--- src/rtl/packetizer_arb_pkg.sv ---
// Shared types and helpers for the packetizer ingress arbiters: staging-register
// state encoding, round-robin pointer wrap and pointer width.
package packetizer_arb_pkg;

    typedef enum logic [0:0] {
        ARB_EMPTY = 1'b0,
        ARB_FULL  = 1'b1
    } arb_state_e;

    // Pointer width for a given requester count, never narrower than one bit.
    function automatic int ptr_width(input int num_req);
        return (num_req > 1) ? $clog2(num_req) : 1;
    endfunction

    // Priority moves to the requester just after the one last served.
    function automatic int unsigned next_ptr(input int unsigned k, input int unsigned num_req);
        return (k == num_req - 1) ? 32'd0 : k + 32'd1;
    endfunction

endpackage

--- src/rtl/packetizer_rr_arbiter_if.sv ---
// Requester-side and packetizer-side signals of the ingress arbiter in one bundle,
// plus the debug view of the staging FSM and the round-robin pointer.
interface packetizer_rr_arbiter_if
    import packetizer_arb_pkg::*;
#(
    parameter int NUM_REQ          = 4,
    parameter int WIDTH_IN         = 12,
    parameter int ADDRESS_WIDTH    = 4,
    parameter int VC_ADDRESS_WIDTH = 1
);
    localparam int PTR_W = ptr_width(NUM_REQ);

    // Handshake: a requester transfer happens on the rising edge where both
    // req_valid_in[i] and req_ready_out[i] are high; valid must not depend on
    // ready and payload stays stable until accepted. The packetizer side takes
    // the staged word on each edge where valid_out and ready_in are both high.
    logic [NUM_REQ*WIDTH_IN-1:0]         req_data_in;
    logic [NUM_REQ*ADDRESS_WIDTH-1:0]    req_dst_in;
    logic [NUM_REQ*VC_ADDRESS_WIDTH-1:0] req_vc_in;
    logic [NUM_REQ-1:0]                  req_valid_in;
    logic [NUM_REQ-1:0]                  req_ready_out;

    logic [WIDTH_IN-1:0]                 data_out;
    logic [ADDRESS_WIDTH-1:0]            dst_out;
    logic [VC_ADDRESS_WIDTH-1:0]         vc_out;
    logic                                valid_out;
    logic                                ready_in;

    logic [0:0]                          state_dbg;
    logic [PTR_W-1:0]                    ptr_dbg;

    modport master (
        output req_data_in, req_dst_in, req_vc_in, req_valid_in, ready_in,
        input  req_ready_out, data_out, dst_out, vc_out, valid_out,
        input  state_dbg, ptr_dbg
    );

    modport slave (
        input  req_data_in, req_dst_in, req_vc_in, req_valid_in, ready_in,
        output req_ready_out, data_out, dst_out, vc_out, valid_out,
        output state_dbg, ptr_dbg
    );

endinterface

--- src/rtl/packetizer_rr_arbiter_rr_pick.sv ---
// Combinational round-robin picker: first set bit of valid at or after ptr,
// wrapping at N. Works for any N, not only powers of two.
module rr_pick #(
    parameter int N     = 4,
    parameter int PTR_W = 2
) (
    input  logic [N-1:0]     valid,
    input  logic [PTR_W-1:0] ptr,
    output logic [N-1:0]     grant,
    output logic [PTR_W-1:0] idx,
    output logic             any_valid
);

    logic found;
    int   pos;

    always_comb begin
        grant = '0;
        idx   = '0;
        found = 1'b0;
        pos   = 0;
        for (int off = 0; off < N; off++) begin
            pos = int'(ptr) + off;
            if (pos >= N) begin
                pos = pos - N;
            end
            if (!found && valid[pos]) begin
                found      = 1'b1;
                idx        = PTR_W'(pos);
                grant[pos] = 1'b1;
            end
        end
    end

    assign any_valid = |valid;

endmodule

--- src/rtl/packetizer_rr_arbiter.sv ---
// Round-robin arbiter plus one-word staging register in front of the packetizer
// input port; refills in the same cycle it drains so throughput stays 1 word/cycle.
module packetizer_rr_arbiter
    import packetizer_arb_pkg::*;
#(
    parameter int NUM_REQ          = 4,
    parameter int WIDTH_IN         = 12,
    parameter int ADDRESS_WIDTH    = 4,
    parameter int VC_ADDRESS_WIDTH = 1
) (
    input logic                    clk,
    input logic                    rst,
    packetizer_rr_arbiter_if.slave bus
);

    localparam int         PTR_W    = ptr_width(NUM_REQ);
    localparam logic [0:0] ST_EMPTY = ARB_EMPTY;
    localparam logic [0:0] ST_FULL  = ARB_FULL;

    logic [0:0]                  state_q;
    logic [PTR_W-1:0]            ptr_q;
    logic [WIDTH_IN-1:0]         data_q;
    logic [ADDRESS_WIDTH-1:0]    dst_q;
    logic [VC_ADDRESS_WIDTH-1:0] vc_q;

    logic [NUM_REQ-1:0]          grant;
    logic [PTR_W-1:0]            win_idx;
    logic                        any_valid;
    logic                        load_ok;
    logic                        take;

    logic [WIDTH_IN-1:0]         sel_data;
    logic [ADDRESS_WIDTH-1:0]    sel_dst;
    logic [VC_ADDRESS_WIDTH-1:0] sel_vc;

    rr_pick #(
        .N     (NUM_REQ),
        .PTR_W (PTR_W)
    ) u_pick (
        .valid     (bus.req_valid_in),
        .ptr       (ptr_q),
        .grant     (grant),
        .idx       (win_idx),
        .any_valid (any_valid)
    );

    // The register can take a new word when empty, or when the current one
    // leaves on this same edge.
    assign load_ok = (state_q == ST_EMPTY) | bus.ready_in;
    assign take    = load_ok & any_valid & ~rst;

    assign bus.req_ready_out = take ? grant : '0;

    always_comb begin
        sel_data = '0;
        sel_dst  = '0;
        sel_vc   = '0;
        for (int i = 0; i < NUM_REQ; i++) begin
            if (int'(win_idx) == i) begin
                sel_data = bus.req_data_in[i*WIDTH_IN +: WIDTH_IN];
                sel_dst  = bus.req_dst_in[i*ADDRESS_WIDTH +: ADDRESS_WIDTH];
                sel_vc   = bus.req_vc_in[i*VC_ADDRESS_WIDTH +: VC_ADDRESS_WIDTH];
            end
        end
    end

    always_ff @(posedge clk) begin
        if (rst) begin
            state_q <= ST_EMPTY;
            ptr_q   <= '0;
            data_q  <= '0;
            dst_q   <= '0;
            vc_q    <= '0;
        end else if (take) begin
            state_q <= ST_FULL;
            ptr_q   <= PTR_W'(next_ptr(32'(win_idx), NUM_REQ));
            data_q  <= sel_data;
            dst_q   <= sel_dst;
            vc_q    <= sel_vc;
        end else if ((state_q == ST_FULL) && bus.ready_in) begin
            // Drained with nothing to refill; fields keep the last word.
            state_q <= ST_EMPTY;
        end
    end

    assign bus.data_out  = data_q;
    assign bus.dst_out   = dst_q;
    assign bus.vc_out    = vc_q;
    assign bus.valid_out = (state_q == ST_FULL);
    assign bus.state_dbg = state_q;
    assign bus.ptr_dbg   = ptr_q;

endmodule

--- src/flat_wrapper.sv ---
// flat-port wrapper written by rule: the top's interface ports become plain ports
module packetizer_rr_arbiter_flat import packetizer_arb_pkg::*;
#(
    parameter int NUM_REQ          = 4,
    parameter int WIDTH_IN         = 12,
    parameter int ADDRESS_WIDTH    = 4,
    parameter int VC_ADDRESS_WIDTH = 1
)
  (clk, rst, bus_req_data_in, bus_req_dst_in, bus_req_vc_in, bus_req_valid_in, bus_ready_in, bus_req_ready_out, bus_data_out, bus_dst_out, bus_vc_out, bus_valid_out, bus_state_dbg, bus_ptr_dbg);
  packetizer_rr_arbiter_if #(.NUM_REQ(NUM_REQ), .WIDTH_IN(WIDTH_IN), .ADDRESS_WIDTH(ADDRESS_WIDTH), .VC_ADDRESS_WIDTH(VC_ADDRESS_WIDTH)) bus_i ();
  input logic clk;
  input logic rst;
  input wire logic [$bits(bus_i.req_data_in)-1:0] bus_req_data_in;
  input wire logic [$bits(bus_i.req_dst_in)-1:0] bus_req_dst_in;
  input wire logic [$bits(bus_i.req_vc_in)-1:0] bus_req_vc_in;
  input wire logic [$bits(bus_i.req_valid_in)-1:0] bus_req_valid_in;
  input wire logic [$bits(bus_i.ready_in)-1:0] bus_ready_in;
  output wire logic [$bits(bus_i.req_ready_out)-1:0] bus_req_ready_out;
  output wire logic [$bits(bus_i.data_out)-1:0] bus_data_out;
  output wire logic [$bits(bus_i.dst_out)-1:0] bus_dst_out;
  output wire logic [$bits(bus_i.vc_out)-1:0] bus_vc_out;
  output wire logic [$bits(bus_i.valid_out)-1:0] bus_valid_out;
  output wire logic [$bits(bus_i.state_dbg)-1:0] bus_state_dbg;
  output wire logic [$bits(bus_i.ptr_dbg)-1:0] bus_ptr_dbg;
  assign bus_i.req_data_in = bus_req_data_in;
  assign bus_i.req_dst_in = bus_req_dst_in;
  assign bus_i.req_vc_in = bus_req_vc_in;
  assign bus_i.req_valid_in = bus_req_valid_in;
  assign bus_i.ready_in = bus_ready_in;
  assign bus_req_ready_out = bus_i.req_ready_out;
  assign bus_data_out = bus_i.data_out;
  assign bus_dst_out = bus_i.dst_out;
  assign bus_vc_out = bus_i.vc_out;
  assign bus_valid_out = bus_i.valid_out;
  assign bus_state_dbg = bus_i.state_dbg;
  assign bus_ptr_dbg = bus_i.ptr_dbg;
  packetizer_rr_arbiter #(.NUM_REQ(NUM_REQ), .WIDTH_IN(WIDTH_IN), .ADDRESS_WIDTH(ADDRESS_WIDTH), .VC_ADDRESS_WIDTH(VC_ADDRESS_WIDTH)) u_core (.clk(clk), .rst(rst), .bus(bus_i));
endmodule
--- config.mk ---
export PLATFORM = sky130hd
export DESIGN_NAME = packetizer_rr_arbiter_flat
export DESIGN_NICKNAME = d
export VERILOG_FILES = /design/src/rtl/packetizer_arb_pkg.sv /design/src/rtl/packetizer_rr_arbiter_if.sv /design/src/rtl/packetizer_rr_arbiter_rr_pick.sv /design/src/rtl/packetizer_rr_arbiter.sv /design/src/flat_wrapper.sv
export SDC_FILE = /design/constraint.sdc
export NUM_CORES = 1
export LEC_CHECK = 0
export ABC_AREA = 1
export CORE_MARGIN = 4
export CORE_UTILIZATION = 35
export CTS_CLUSTER_DIAMETER = 60
export DETAILED_ROUTE_END_ITERATION = 10
export MAX_ROUTING_LAYER = met4
export PLACE_DENSITY = 0.72
export SKIP_CTS_REPAIR_TIMING = 1
export SLEW_MARGIN = 40
export SYNTH_ARGS = -nofsm -noshare
export SYNTH_HDL_FRONTEND = slang
export SYNTH_HIERARCHICAL = 1
export SYNTH_SLANG_ARGS = --single-unit
--- constraint.sdc ---
create_clock -name clk -period 2.7 [get_ports clk]
set_input_delay 0.405 -clock clk [delete_from_list [all_inputs] [get_ports clk]]
set_output_delay 0.405 -clock clk [all_outputs]
set_load 0.05 [all_outputs]
==> results_dict.tcl, run 1 <==
set metrics [dict create \
    status "complete, no violations" \
    synthMuxAreaShare 0 \
    dieArea_um2 7530 \
    dp_hpwl_um 5230 \
    synth_compound_area_frac 0.134 \
    ys_top_cells_by_count "nand2_1, nor2_1, nand3_1" \
    path_class "reg2out" \
    worstHoldStart "u_core/bus.dst_out[2]$_SDFFE_PP0N_" \
    skew_ps 1.66 \
    synth_area_per_cell_um2 6.40 \
    portBuffers 99 \
    setup_ws_ps 191 \
    firstDrtPassIters 4 \
    cp_max_fo 8 \
    synthCells 339 \
    cts_max_level 1 \
    ys_top_cells_by_area "nand2_1, dfxtp_1, nand3_1" \
    fin_nets 528 \
    drive_above_1_share 0.157 \
    routed_wl_um 6560 \
    synth_flop_cell "dfxtp_1" \
    clockBufferDepth 2 \
    ys_seq_area_frac 0.184 \
    cts_sinks 20 \
    timing.final.crit_share 0.929 \
    vias_per_cell 4.75 \
    r2r-end "u_core/bus.dst_out[2]$_SDFFE_PP0N_" \
    ff2ff_path_depth 18 \
    irDropWorstVdd_mv 0.819 \
    power_density_nw_per_um2 1310 \
    grt_pass1_wl_um 10400 \
    tightestPinTransition_ps 520 \
    holdWs_ps 471 \
    drv_slew 0 \
    slew_headroom 0.653 \
    reg2reg_slack_ps 230 \
    drt-initial-drc-count 86 \
    die_width_um 86.8 \
    synth_seq_cells 20 \
    pin_count 100 \
    endpoint "bus_req_ready_out[1]" \
    pre_cts_slack_ps -110 \
    synth_top_cell_by_area "nand2_1" \
    cp.arrival_ps 2100 \
    num_rows 28 \
    die_y_um 86.8 \
    vias 2443 \
    setup_viol 0 \
    cp-end-kind "output port" \
    syn-cell-area_um2 2170 \
    grtUsageTotal 0.172 \
    yosysUniqueCellTypes 28 \
    grt_pass1_vias 2319 \
    grt-ovfl-total 0 \
    path_clk_slew_ps 70 \
    cap_violations 0 \
    hold_viol 0 \
    synth_xor_area_frac 0 \
    multi_input_area_um2 1450 \
    dp_cells 511 \
    grt_max_degree 36 \
    post-route-drc-count 0 \
    layout_min_cycle_time_ps 2510 \
    timing.fmax_ghz 0.399 \
    post_layout_nonfiller_instances 514 \
    syn_to_final_growth_pct 51.2 \
    rsz0062_at_grt "no" \
    avgRoutedWirePerCell_um 12.8 \
    synth_warnings 6 \
    yosys.area_share.simple 0.463 \
    antenna_found_initial 0 \
    seq_area_um2 408 \
    placeableCoreArea_um2 5960 \
    antennaDiodeCount 0 \
    finalCoreUtilization 0.551 \
    cts-root-buf "clkbuf_8" \
    crit_path_start "u_core/bus.ptr_dbg[0]$_SDFFE_PP0N_" \
    synth-edff-count 0 \
    gp_congestion 0.813 \
    initial_core_util 0.364 \
    yosys.area_share.adder 0.0692 \
    worstSetupStartpointType "flop" \
    syn_nets 426 \
    synth_top_family_by_area "simple AND/OR/NAND/NOR gates" \
    ys_async_sr_fraction 0 \
    worstReg2RegStart "u_core/bus.ptr_dbg[0]$_SDFFE_PP0N_" \
    worstHoldPathType "reg2reg" \
    yosys.cell_count.top_type "nand2_1" \
    leakage_uw 0.00147 \
    synth_top_area_frac 0.211 \
    cts_tree "done" \
    antenna_left 0 \
    cp.required_ps 2300 \
    cts_inserted_buffers 3 \
    clk_latency_ps 260 \
    num-fill-cells 600 \
]
==> final cells by class <==
| type | instances | area share |
|---|---|---|
| Inverter | 22 | 0.0305 |
| Timing Repair Buffer | 116 | 0.362 |
| Multi-Input combinational cell | 278 | 0.442 |
| Tap cell | 75 | 0.0286 |
| Clock buffer | 3 | 0.0126 |
| Sequential cell | 20 | 0.124 |
==> kinds of logic after synthesis <==
| logic type | after synthesis |
|---|---|
| DFF | 20 |
| buffers and inverters | 41 |
| AOI/OAI and AO/OA | 48 |
| adders and majority gates | 12 |
| and+or+nand+nor | 218 |
==> cell usage in the layout (no fill, tap or decap) <==
master / instances
nand2_1: 122
buf_12: 6
inv_1: 17
o21ai_1: 2
nand3_2: 11
ha_1: 10
buf_6: 1
inv_4: 2
nand2_4: 3
nand4_1: 1
inv_2: 1
inv_8: 1
nor2_1: 37
clkdlybuf4s50_1: 95
nor2_2: 7
buf_4: 14
dfxtp_1: 18
ha_2: 2
a21boi_0: 4
inv_6: 1
nand2_2: 3
o31ai_1: 1
a21oi_2: 10
nor2_8: 1
clkbuf_8: 3
a21oi_1: 31
nand3_4: 1
dfxtp_4: 2
nand3_1: 32
==> layer usage <==
| metal | vias up | GRT usage | wire [µm] |
|---|---|---|---|
| met2 | 91 | 0.298 | 3120 |
| li1 | 1283 | - | - |
| met1 | 1065 | 0.211 | 2930 |
| met5 | - | - | 0 |
| met4 | 0 | 0.0170 | 30 |
| met3 | 4 | 0.0390 | 484 |
==> where the power goes <==
group / leakage, µW / total (µW) / internal [µW] / switching, µW
Sequential: 0.000165 / 511 / 430 / 80.9
Combinational: 0.00129 / 3600 / 1370 / 2230
Clock: 0.0000216 / 197 / 99.4 / 97.7
==> critical path, cell delays in order, from the launching register on <==
cell,delay (ps)
dfxtp_4,370
inv_6,30
ha_1,360
inv_2,80
nand3_1,100
nand2_2,100
nor2_8,90
buf_4,150
nand3_1,90
nand3_1,90
inv_1,40
nor2_1,190
buf_12,170
==> registers in the layout (all words and copies together) (netlist names) <==
signal                flops
u_core/bus.state_dbg      1
u_core/bus.data_out      12
u_core/bus.dst_out        4
u_core/bus.vc_out         1
u_core/bus.ptr_dbg        2
==> metrics by stage <==
step                      instance area, µm²  total power (µW)  TNS (ps)
final                                   3280              4310         0
after global routing                    3280              4680         0
after CTS                               3270              4300         0
after detailed placement                3230              4090     -1200
after global placement                  3230              4030     -10.0
after floorplan                         2180              3260         0
==> worst min path at each step <==
stage	endpoint	slack, ps	depth (start not counted)
2_1_floorplan	u_core/bus.ptr_dbg[1]$_SDFFE_PP0N_	580	2
3_3_place_gp	u_core/bus.data_out[9]$_SDFFE_PP0N_	450	2
3_5_place_dp	u_core/bus.dst_out[2]$_SDFFE_PP0N_	460	2
4_1_cts	u_core/bus.dst_out[2]$_SDFFE_PP0N_	480	2
5_1_grt	u_core/bus.data_out[10]$_SDFFE_PP0N_	500	2
6_report	u_core/bus.dst_out[2]$_SDFFE_PP0N_	470	2
No activity file was read; power rests on OpenSTA's default activity.
==> run 2: changes to the inputs <==
- CORE_UTILIZATION: 35 -> 38
- PLACE_DENSITY: 0.72 -> 0.78
- SLEW_MARGIN: 40 -> 15
==> run 2 against run 1 <==
Against the previous run:
- core utilization up 4.9 points
- clock-buffer cell count unchanged
- first-iteration DRC count up 43%
- clock skew up 1.8 ps
- fmax down 1.1%
- sequential share of layout area down 0.15 points
- cell count up 0.39%
- total power up 2.5%
- non-clock buffer count up 4
- final area up 1.3%
- worst hold slack worse by 1.7 ps
- register-to-register slack about the same
==> results_dict.tcl, run 2 (synthesized netlist as in run 1, its figures left out) <==
set metrics [dict create \
    cp_slowest_cell "clkdlybuf4s50_1" \
    crit_path_start "bus_req_valid_in[2]" \
    cp.required_ps 2890 \
    clockBufferDepth 2 \
    worstHoldPathType "reg2reg" \
    reg2reg_slack_ps 230 \
    cts_max_level 1 \
    finalSetupTns_ps 0 \
    rsz0062_at_grt "no" \
    dp_hpwl_um 5280 \
    post-route-drc-count 0 \
    cts_tree "done" \
    final_common_cell "nand2_1" \
    cts_inserted_buffers 3 \
    grt_pass1_vias 2440 \
    drive_above_1_share 0.173 \
    ff2ff_path_depth 15 \
    grt-ovfl-total 0 \
    layout_min_cycle_time_ps 2540 \
    avgRoutedWirePerCell_um 12.7 \
    final_cell_mix "nand2_1, clkdlybuf4s50_1, nor2_1, nand3_1, a21oi_1" \
    vias 2516 \
    cap_violations 0 \
    path_class "in2reg" \
    cpPeakStageDelay_ps 510 \
    cts_sinks 20 \
    crit_chain "clkdlybuf4s50_1 > inv_1 > nand2_1 > nand3_1 > nand2_2 > o21ai_1 > nor2_1 > nor2_2 > buf_4 > buf_4 > ha_1 > inv_4 > nor2_1 > nor2_1 > nand2_1 > a21oi_2" \
    pin_count 100 \
    irDropWorstVdd_mv 0.861 \
    gp_congestion 0.864 \
    cp_max_fo 17 \
    die_y_um 83.6 \
    worstSetupStartpointType "input pin" \
    num_rows 27 \
    drv_slew 0 \
    placeableCoreArea_um2 5540 \
    worstReg2RegStart "u_core/bus.ptr_dbg[1]$_SDFFE_PP0N_" \
    status "complete, no violations" \
    setup_viol 0 \
    slew_headroom 0.652 \
    skew_ps 3.47 \
    cts-root-buf "clkbuf_8" \
    largest_reg_flops 12 \
    power_density_nw_per_um2 1330 \
    portBuffers 99 \
    endpoint "u_core/bus.data_out[6]$_SDFFE_PP0N_" \
    die_width_um 83.6 \
    firstDrtPassIters 5 \
    cp.arrival_ps 2730 \
    syn_to_final_growth_pct 53.1 \
    dieArea_um2 6990 \
    path_common_cell "nor2_1" \
    routed_wl_um 6540 \
    hold_viol 0 \
    hold_depth 2 \
    antenna_found_initial 0 \
    antenna_left 0 \
    leakage_uw 0.00149 \
    initial_core_util 0.392 \
    drt-initial-drc-count 123 \
    antennaDiodeCount 0 \
    setup_ws_ps 162 \
    grtUsageTotal 0.190 \
    timing.fmax_ghz 0.394 \
    grt_pass1_wl_um 11100 \
    grt_max_degree 36 \
    cp-end-kind "flop" \
    clk_latency_ps 260 \
    pre_cts_slack_ps -118 \
    r2r-end "u_core/bus.data_out[6]$_SDFFE_PP0N_" \
    fin_nets 532 \
    vias_per_cell 4.88 \
    tightestPinTransition_ps 521 \
    timing.final.crit_share 0.940 \
    path_clk_slew_ps 70 \
]
[run 2: changes by cell type in the layout (fill, tap and decap cells not counted), sizes merged]
cell    change
buf         +4
clkinv      +1
[run 2: area by class of cell]
type	count	area [µm²]
clock buffers	3	41.3
multi-input cells	278	1470
flip-flops and latches	20	408
repair buffers	120	1210
well taps	72	90.1
inverters	22	100
clock inverters	1	3.75
fillers	494	2220
[run 2: per-stage QoR]
step	std cells	util	instance area (µm²)	power, µW	hold slack [ps]
detailed placement	512	0.587	3250	4140	458
global placement	512	0.587	3250	4060	453
finish	516	0.600	3320	4420	469
global route	516	0.600	3320	4800	500
floorplan	339	-	2180	3260	582
CTS	516	0.596	3300	4350	467
[run 2: worst min path at each step]
stage | startpoint | to | slack [ps]
after CTS | u_core/bus.data_out[10]$_SDFFE_PP0N_ | u_core/bus.data_out[10]$_SDFFE_PP0N_ | 470
final | u_core/bus.data_out[10]$_SDFFE_PP0N_ | u_core/bus.data_out[10]$_SDFFE_PP0N_ | 470
after floorplan | u_core/bus.ptr_dbg[1]$_SDFFE_PP0N_ | u_core/bus.ptr_dbg[1]$_SDFFE_PP0N_ | 580
after global routing | u_core/bus.data_out[5]$_SDFFE_PP0N_ | u_core/bus.data_out[5]$_SDFFE_PP0N_ | 500
after global placement | u_core/bus.data_out[10]$_SDFFE_PP0N_ | u_core/bus.data_out[10]$_SDFFE_PP0N_ | 450
after detailed placement | u_core/bus.data_out[10]$_SDFFE_PP0N_ | u_core/bus.data_out[10]$_SDFFE_PP0N_ | 460
[run 2: critical path: cells and delay by family]
| kind | cells | cell delay (ps) |
|---|---|---|
| buffers and inverters | 5 | 1060 |
| AO/OA/AOI/OAI | 2 | 200 |
| AND/OR/NAND/NOR | 8 | 820 |
| adder cells (fa/ha/maj) | 1 | 240 |
[run 2: per-layer routing]
layer / routed length (µm) / track usage / up-vias
met5: 0 / - / -
met4: 21 / 0.0263 / 0
met3: 436 / 0.0415 / 2
met2: 3230 / 0.322 / 99
met1: 2860 / 0.237 / 1120
li1: - / - / 1295
[run 2: power breakdown]
group | switching [µW] | internal [µW]
Sequential | 77.2 | 430
Clock | 97.0 | 101
Combinational | 2280 | 1430
==> run 3: changes to the inputs <==
- CORE_UTILIZATION: 38 -> 33
- HOLD_SLACK_MARGIN: not set -> 0.05
- PLACE_DENSITY: 0.78 -> 0.69
==> run 3 against run 2 <==
Against the previous run:
- cell count grew 0.19%
- sequential power is essentially flat
- core utilization shrank 8.5 points
- via count shrank 2.5%
- sequential share of layout area grew 0.13 points
- combinational power shrank 4%
- highest routed layer unchanged
==> results_dict.tcl, run 3 (synthesized netlist as in run 1, its figures left out) <==
set metrics [dict create \
    cts_tree "done" \
    initial_core_util 0.340 \
    rsz0062_at_grt "no" \
    clkPwrFrac 0.053 \
    irDropWorstVdd_mv 0.681 \
    fin_nets 528 \
    leakage_uw 0.00148 \
    drt-initial-drc-count 111 \
    antenna_left 0 \
    antennaDiodeCount 0 \
    vias_per_cell 4.74 \
    worstHoldPathType "reg2reg" \
    portBuffers 99 \
    timing.fmax_ghz 0.395 \
    pre_cts_slack_ps -19.0 \
    path_depth 12 \
    met3_length_um 519 \
    setup_viol 0 \
    post-route-drc-count 0 \
    swShare 0.554 \
    cts_inserted_buffers 3 \
    reg2reg_slack_ps 290 \
    cts-root-buf "clkbuf_8" \
    path_clk_slew_ps 70 \
    status "complete, no violations" \
    worstSetupStartpointType "input pin" \
    cts_sinks 20 \
    clockBufferDepth 2 \
    grtUsageTotal 0.163 \
    crit_family "buffers and inverters" \
    die_width_um 89.1 \
    power_switching_uw 2390 \
    cp.required_ps 2300 \
    internal_power_uw 1920 \
    worstReg2RegStart "u_core/bus.ptr_dbg[1]$_SDFFE_PP0N_" \
    placeableCoreArea_um2 6390 \
    antenna_found_initial 0 \
    drv_slew 0 \
    syn_to_final_growth_pct 51.6 \
    skew_ps 1.63 \
    avgRoutedWirePerCell_um 12.4 \
    cap_violations 0 \
    grt_pass1_wl_um 10100 \
    hold_viol 0 \
    pin_count 100 \
    num_rows 29 \
    crit_chain "clkdlybuf4s50_1 > inv_1 > nand2_1 > nand3_1 > nand2_2 > nor2_8 > buf_4 > nand3_1 > nand3_1 > inv_1 > nor2_1 > buf_12" \
    finalCoreUtilization 0.515 \
    path_class "in2out" \
    gp_congestion 0.877 \
    cp_slowest_cell "clkdlybuf4s50_1" \
    routed_wl_um 6400 \
    comb_power_share 0.830 \
    cp_max_fo 8 \
    ff2ff_path_depth 19 \
    tightestPinTransition_ps 555 \
    crit_path_start "bus_req_valid_in[2]" \
    highest_layer "met4" \
    cp.arrival_ps 2130 \
    layout_min_cycle_time_ps 2530 \
    drive_above_1_share 0.157 \
    largest_reg_flops 12 \
    sequentialPowerShare 0.117 \
    vias 2452 \
    final_common_cell "nand2_1" \
    final_area_um2 3290 \
    dp_hpwl_um 5190 \
    endpoint "bus_req_ready_out[2]" \
    grt_pass1_vias 2317 \
    r2r-end "u_core/bus.data_out[10]$_SDFFE_PP0N_" \
    cp-end-kind "output port" \
    post_layout_nonfiller_instances 517 \
    slew_headroom 0.629 \
    grt-ovfl-total 0 \
    setup_ws_ps 170 \
    dieArea_um2 7940 \
    cpPeakStageDelay_ps 450 \
    met2_length_um 2990 \
    firstDrtPassIters 4 \
    die_y_um 89.1 \
    final_cell_mix "nand2_1, clkdlybuf4s50_1, nor2_1, nand3_1, a21oi_1" \
    clk_latency_ps 250 \
    holdWs_ps 468 \
    cts_max_level 1 \
    crit_buf_inv 5 \
    drt-met1-wl_um 2880 \
    grt_max_degree 36 \
    dpl-instance-area_um2 3230 \
    worstHoldStart "u_core/bus.dst_out[1]$_SDFFE_PP0N_" \
    power_density_nw_per_um2 1310 \
    dp_cells 513 \
    timing.final.crit_share 0.937 \
    path_common_cell "nand3_1" \
]
## run 3: power groups by stage
| stage | combinational, µW | sequential, µW | clock, µW |
|---|---|---|---|
| finish | 3580 | 505 | 228 |
| global route | 3950 | 524 | 252 |
| CTS | 3600 | 506 | 237 |
| detailed placement | 3580 | 509 | 0 |
| global placement | 3530 | 513 | 0 |
| floorplan | 2310 | 952 | 0 |
## run 3: metrics by stage
step / total power (µW) / setup TNS (ps)
finish: 4310 / 0
global route: 4730 / 0
CTS: 4340 / 0
detailed placement: 4090 / -19.0
global placement: 4050 / 0
floorplan: 3260 / 0
## run 3: per-layer routing
metal  track usage  up-vias
met3        0.0387        2
met1         0.212     1081
met4       0.00812        0
met5             -        -
li1              -     1283
met2         0.269       86
## run 3: worst min-delay path, stage by stage (launching register included)
cell and delay, ps:
dfxtp_1 310, nand2_1 60, a21oi_1 60
## run 3: worst min-delay path by stage
stage,to,slack [ps],cells after the start
floorplan,u_core/bus.ptr_dbg[1]$_SDFFE_PP0N_,580,2
CTS,u_core/bus.dst_out[1]$_SDFFE_PP0N_,470,2
finish,u_core/bus.dst_out[1]$_SDFFE_PP0N_,470,2
global route,u_core/bus.dst_out[1]$_SDFFE_PP0N_,490,2
detailed placement,u_core/bus.dst_out[0]$_SDFFE_PP0N_,460,2
global placement,u_core/bus.dst_out[0]$_SDFFE_PP0N_,460,2
## run 3: cell type report
| type | instances | area [µm²] |
|---|---|---|
| tap | 77 | 96.3 |
| timing repair buffer | 116 | 1180 |
| multi-input combinational | 278 | 1450 |
| fill | 650 | 3100 |
| sequential | 20 | 408 |
| clock buffer | 4 | 55.1 |
| inverter | 22 | 97.6 |
